**src/rtl/alu_operand_stage.sv**
```systemverilog
// alu_operand_stage: register file, operand resolve with writeback bypass,
// and a one-entry valid/ready issue register feeding the ALU.
module alu_operand_stage #(
    parameter int unsigned DATA_WIDTH = 32,
    parameter int unsigned OP_WIDTH   = 4,
    parameter int unsigned REG_ADDR_W = 5
) (
    input  logic                  clk_i,
    input  logic                  rst_i,
    input  logic                  In_valid_i,
    output logic                  In_ready_o,
    input  logic [REG_ADDR_W-1:0] Rs1_i,
    input  logic [REG_ADDR_W-1:0] Rs2_i,
    input  logic [DATA_WIDTH-1:0] Imm_i,
    input  logic                  UseImm_i,
    input  logic [OP_WIDTH-1:0]   Op_i,
    input  logic [REG_ADDR_W-1:0] Rd_i,
    output logic                  Out_valid_o,
    input  logic                  Out_ready_i,
    output logic [DATA_WIDTH-1:0] A_o,
    output logic [DATA_WIDTH-1:0] B_o,
    output logic [OP_WIDTH-1:0]   Op_o,
    output logic [REG_ADDR_W-1:0] Rd_o,
    input  logic                  Wb_en_i,
    input  logic [REG_ADDR_W-1:0] Wb_rd_i,
    input  logic [DATA_WIDTH-1:0] Wb_data_i
);

    localparam int unsigned NREGS = 1 << REG_ADDR_W;

    logic [DATA_WIDTH-1:0] rf_q [NREGS];

    logic                  valid_q, valid_d;
    logic [DATA_WIDTH-1:0] a_q, a_d;
    logic [DATA_WIDTH-1:0] b_q, b_d;
    logic [OP_WIDTH-1:0]   op_q, op_d;
    logic [REG_ADDR_W-1:0] rd_q, rd_d;
    logic [REG_ADDR_W-1:0] rs1_q, rs1_d;
    logic [REG_ADDR_W-1:0] rs2_q, rs2_d;
    logic                  use_imm_q, use_imm_d;

    logic                  wb_write_c;
    logic                  accept_c;
    logic [DATA_WIDTH-1:0] src_a_c;
    logic [DATA_WIDTH-1:0] src_b_c;

    // A writeback to x0 is architecturally a no-op, so it neither writes nor bypasses.
    assign wb_write_c  = Wb_en_i && (Wb_rd_i != '0);
    assign In_ready_o  = !valid_q || Out_ready_i;
    assign accept_c    = In_valid_i && In_ready_o;

    assign Out_valid_o = valid_q;
    assign A_o         = a_q;
    assign B_o         = b_q;
    assign Op_o        = op_q;
    assign Rd_o        = rd_q;

    // Resolve source operands: x0 reads zero, same-cycle writeback wins over the file.
    always_comb begin
        src_a_c = '0;
        src_b_c = '0;
        if (Rs1_i != '0) begin
            src_a_c = (wb_write_c && (Wb_rd_i == Rs1_i)) ? Wb_data_i : rf_q[Rs1_i];
        end
        if (Rs2_i != '0) begin
            src_b_c = (wb_write_c && (Wb_rd_i == Rs2_i)) ? Wb_data_i : rf_q[Rs2_i];
        end
        if (UseImm_i) begin
            src_b_c = Imm_i;
        end
    end

    // Register file write port; x0 is never written so it stays zero.
    always_ff @(posedge clk_i or posedge rst_i) begin
        if (rst_i) begin
            rf_q <= '{default: '0};
        end else if (wb_write_c) begin
            rf_q[Wb_rd_i] <= Wb_data_i;
        end
    end

    // Issue entry next state: load on accept, clear on drain, refresh while stalled.
    always_comb begin
        valid_d   = valid_q;
        a_d       = a_q;
        b_d       = b_q;
        op_d      = op_q;
        rd_d      = rd_q;
        rs1_d     = rs1_q;
        rs2_d     = rs2_q;
        use_imm_d = use_imm_q;
        if (accept_c) begin
            valid_d   = 1'b1;
            a_d       = src_a_c;
            b_d       = src_b_c;
            op_d      = Op_i;
            rd_d      = Rd_i;
            rs1_d     = Rs1_i;
            rs2_d     = Rs2_i;
            use_imm_d = UseImm_i;
        end else if (valid_q && Out_ready_i) begin
            valid_d = 1'b0;
        end else if (valid_q && wb_write_c) begin
            if (Wb_rd_i == rs1_q) begin
                a_d = Wb_data_i;
            end
            if ((Wb_rd_i == rs2_q) && !use_imm_q) begin
                b_d = Wb_data_i;
            end
        end
    end

    // Issue entry state register.
    always_ff @(posedge clk_i or posedge rst_i) begin
        if (rst_i) begin
            valid_q   <= 1'b0;
            a_q       <= '0;
            b_q       <= '0;
            op_q      <= '0;
            rd_q      <= '0;
            rs1_q     <= '0;
            rs2_q     <= '0;
            use_imm_q <= 1'b0;
        end else begin
            valid_q   <= valid_d;
            a_q       <= a_d;
            b_q       <= b_d;
            op_q      <= op_d;
            rd_q      <= rd_d;
            rs1_q     <= rs1_d;
            rs2_q     <= rs2_d;
            use_imm_q <= use_imm_d;
        end
    end

endmodule

```
**config.mk**
```make
export PLATFORM = sky130hd
export DESIGN_NAME = alu_operand_stage
export DESIGN_NICKNAME = d
export VERILOG_FILES = /design/src/rtl/alu_operand_stage.sv
export SDC_FILE = /design/constraint.sdc
export NUM_CORES = 2
export LEC_CHECK = 0
export CAP_MARGIN = 20
export CORE_ASPECT_RATIO = 1.2
export CORE_MARGIN = 2
export CORE_UTILIZATION = 50
export DETAILED_ROUTE_END_ITERATION = 10
export PLACE_DENSITY_LB_ADDON = 0.1
export SETUP_SLACK_MARGIN = 0.02
export SYNTH_ARGS = -nofsm -noshare
export SYNTH_HDL_FRONTEND = slang
export SYNTH_SLANG_ARGS = --single-unit
```
**constraint.sdc**
```tcl
create_clock -name clk_i -period 47.6 [get_ports clk_i]
set_clock_uncertainty 0.15 [all_clocks]
set_input_delay 9.52 -clock clk_i [delete_from_list [all_inputs] [get_ports clk_i]]
set_output_delay 9.52 -clock clk_i [all_outputs]
set_load 0.02 [all_outputs]
```
==> qor.csv <==
stage,metric,value,unit
drt,ant_nets,0,
place,dp_hpwl,104.3,mm
floorplan,io-pin-count,169,
synth,synth_mux_area_frac,0.3201,
drt,wl_per_cell,31.82,um
job,maxCapViolCount,0,
clock_network,cts.htree.levels,3,
drt,wl,193.7,mm
clock_network,path_clk_slew,60,ps
hold_path,min_to,rf_q[1020]$_DFFE_PP0P_,
global_route,first_global_vias,40510,
global_route,grt_pass1_wl,284.5,mm
synth,synth_top_area_frac,0.4829,
clock_network,root_buffer,clkbuf_16,
sta,holdWs,243.1,ps
final_layout,area_growth,11.43,%
floorplan,core_area,0.1144,mm^2
drt,vias_per_cell,6.581,
global_route,grtUsageMet3,0.05985,
setup_path,crit_required,37930,ps
synth,synth.yosys.seq_area_share,0.4829,
final_layout,drive_gt1_frac,0.3344,
sta,grt_setup_unrepaired,no,
sta,fin_crit_sh,0.4308,
power,p_int,1.964,mW
final_layout,final_common_cell,dfrtp_1,
sta,finalHoldViolCount,0,
synth,synth-adder-area-share,0,
power,p_sw_frac,0.2811,
sta,setup_viol,0,
setup_path,worstSetupEndpointType,primary output,
synth,ys_types,55,
setup_path,r2r_end,A_o[30]$_DFFE_PP0P_,
setup_path,r2r_setup_slack,44470,ps
power,p_switching,0.7677,mW
setup_path,rr_worst_depth,7,
global_route,grt_usage,0.3332,
sta,fmax,48.77,MHz
synth,netlist_area,0.05747,mm^2
floorplan,dieArea,0.1177,mm^2
power,p_comb_frac,0.199,
clock_network,cts_tree,built,
setup_path,crit_type,primary input to primary output,
synth,synth_largest_area_cell,dfrtp_1,
clock_network,clkLatencyLatePin,740,ps
global_route,grt_use_met2,0.5310,
clock_network,hold_buffers,0,
place,port_buffers,168,
power,vdd_ir_drop_max,0.03409,mV
global_route,grt_max_degree,175,
setup_path,cp_max_fo,5,
synth,synth_edf_count,0,
synth,synthSimpleGateAreaFrac,0.05887,
synth,synth_compound_area_frac,0.09318,
setup_path,start_kind,primary input,
synth,synth_top_family_by_area,multiplexers,
drt,dr.pass1.iters,5,
synth,ys.flop_type,dfrtp_1,
floorplan,std_cell_rows,136,
power,powerDensity,42.65,mW/mm^2
hold_path,hp-start,rf_q[1020]$_DFFE_PP0P_,
synth,synthTopCellsByArea,"dfrtp_1 (48%), mux4_2 (16%), mux2_2 (14%)",
drt,vias,40050,
floorplan,die_h,375.4,um
final_layout,mostFrequentLayoutCells,"dfrtp_1 (1,109), mux2_2 (725), nand2_1 (561), o21ai_0 (507), mux4_2 (412)",
power,power_frac_seq,0.457,
place,gp_congestion,0.7993,
synth,syn-num-nets,4669,
power,leakage,27.43,nW
global_route,antenna_found_initial,6,
drt,drtIter0Drc,3947,
clock_network,cts_resized,0,
drt,drc_errors,0,
sta,fin_crit,20500,ps
global_route,busiest_layer,met2,
clock_network,cts.path.max_buffers,3,
clock_network,clock_sinks,1109,
setup_path,r2r-start,Out_valid_o$_DFFE_PP0P_,
floorplan,die_w,313.5,um
synth,synth_xor_area_frac,0.003048,
sta,slew_viol_final,0,
synth,yosysWarnings,0,
power,p_clk_frac,0.344,
synth,synthCells,4575,
hold_path,hold_path.class,register to register,
final_layout,nets,4571,
synth,synth.avg_cell_area,12.56,um^2
setup_path,worstPathArrival,10830,ps
sta,setup_tns,0,ps
floorplan,start_util,0.5026,
clock_network,post_cts_buffers,0,
hold_path,worstHoldPathCells,0,
synth,synthArstFlopShare,1.000,
global_route,grtUsageMet1,0.4362,
sta,worst_slew_pin_slew,1168,ps
outcome,outcome,finished clean,
clock_network,numCtsBuffers,118,
global_route,overflow,0,
sta,slew-limit-headroom,0.2216,
synth,ys_ff_latch,1109,
flip-flops by register name, indices dropped and copies added (netlist names):
register     cells
Op_o             4
rf_q          1024
Out_valid_o      1
B_o             32
rs1_q            5
A_o             32
rs2_q            5
Rd_o             5
use_imm_q        1
worst max-delay path, stage by stage:
cell and delay [ps]:
clkdlybuf4s50_1 470, nand2b_1 210, clkdlybuf4s50_1 640
synthesized netlist by cell type (3+ instances only):
cell type	count
nor4_1	26
nand2_1	572
buf_6	7
nand3_1	18
mux2_1	19
xor2_1	8
a22oi_1	95
mux2i_1	74
nand4_1	43
o211ai_1	26
nor3_1	9
nor2_1	95
o22a_1	30
nand4bb_1	4
o21ai_1	7
a21o_1	7
nand2b_1	5
o21ai_0	507
buf_4	9
buf_2	161
buf_1	26
dfrtp_1	1109
o22ai_1	103
inv_1	68
nand3b_1	3
a32oi_1	32
mux2_2	725
xnor2_1	12
clkbuf_1	294
nor2b_1	5
mux4_2	412
o221ai_2	30
nand4b_1	5
how the worst max path moves through the flow:
stage,startpoint,endpoint,slack [ps]
detailed placement,Out_ready_i,In_ready_o,27110
CTS,Out_ready_i,In_ready_o,27100
global placement,Out_ready_i,In_ready_o,27100
floorplan,rst_i,A_o[0]$_DFFE_PP0P_,6700
global route,Out_ready_i,In_ready_o,27020
finish,Out_ready_i,In_ready_o,27100
through the flow:
step	setup slack, ps	total power, mW	instances	instance area [um^2]	utilization
global route	27020	2.851	6086	64040	0.5601
global placement	27100	1.783	5873	60080	0.5254
CTS	27100	2.740	6083	64010	0.5598
floorplan	6704	1.635	4575	57470	-
finish	27100	2.731	6086	64040	0.5601
detailed placement	27110	1.804	5874	60100	0.5256
power groups by stage:
stage          clock (mW)  sequential, mW  combinational [mW]
3_3_place_gp            0            1.25               0.533
4_1_cts             0.951            1.24               0.545
5_1_grt             0.991            1.27               0.589
6_report            0.939            1.25               0.544
2_1_floorplan           0            1.24               0.400
3_5_place_dp            0            1.26               0.543
cell type report:
| type | count | area, um^2 |
|---|---|---|
| fill | 9580 | 50310 |
| sequential | 1109 | 27750 |
| multi-input combinational | 2901 | 27620 |
| clock buffer | 182 | 3617 |
| timing repair buffer | 279 | 2594 |
| tap | 1518 | 1899 |
| clock inverter | 27 | 295.3 |
| inverter | 68 | 262.8 |
| antenna | 2 | 5.005 |
layer usage:
| layer | part of all wire | wire (um) |
|---|---|---|
| met5 | 0.00017 | 32 |
| met4 | 0.059 | 11460 |
| met3 | 0.070 | 13600 |
| met2 | 0.47 | 91750 |
| met1 | 0.40 | 76830 |
logic make-up after synthesis:
kind of cell | after synthesis
buffers and inverters | 565
XOR/XNOR | 20
AND/OR/NAND/NOR | 800
flip-flops | 1109
multiplexers | 1230
AO/OA/AOI/OAI | 851
(Power assumes the default switching activity.)
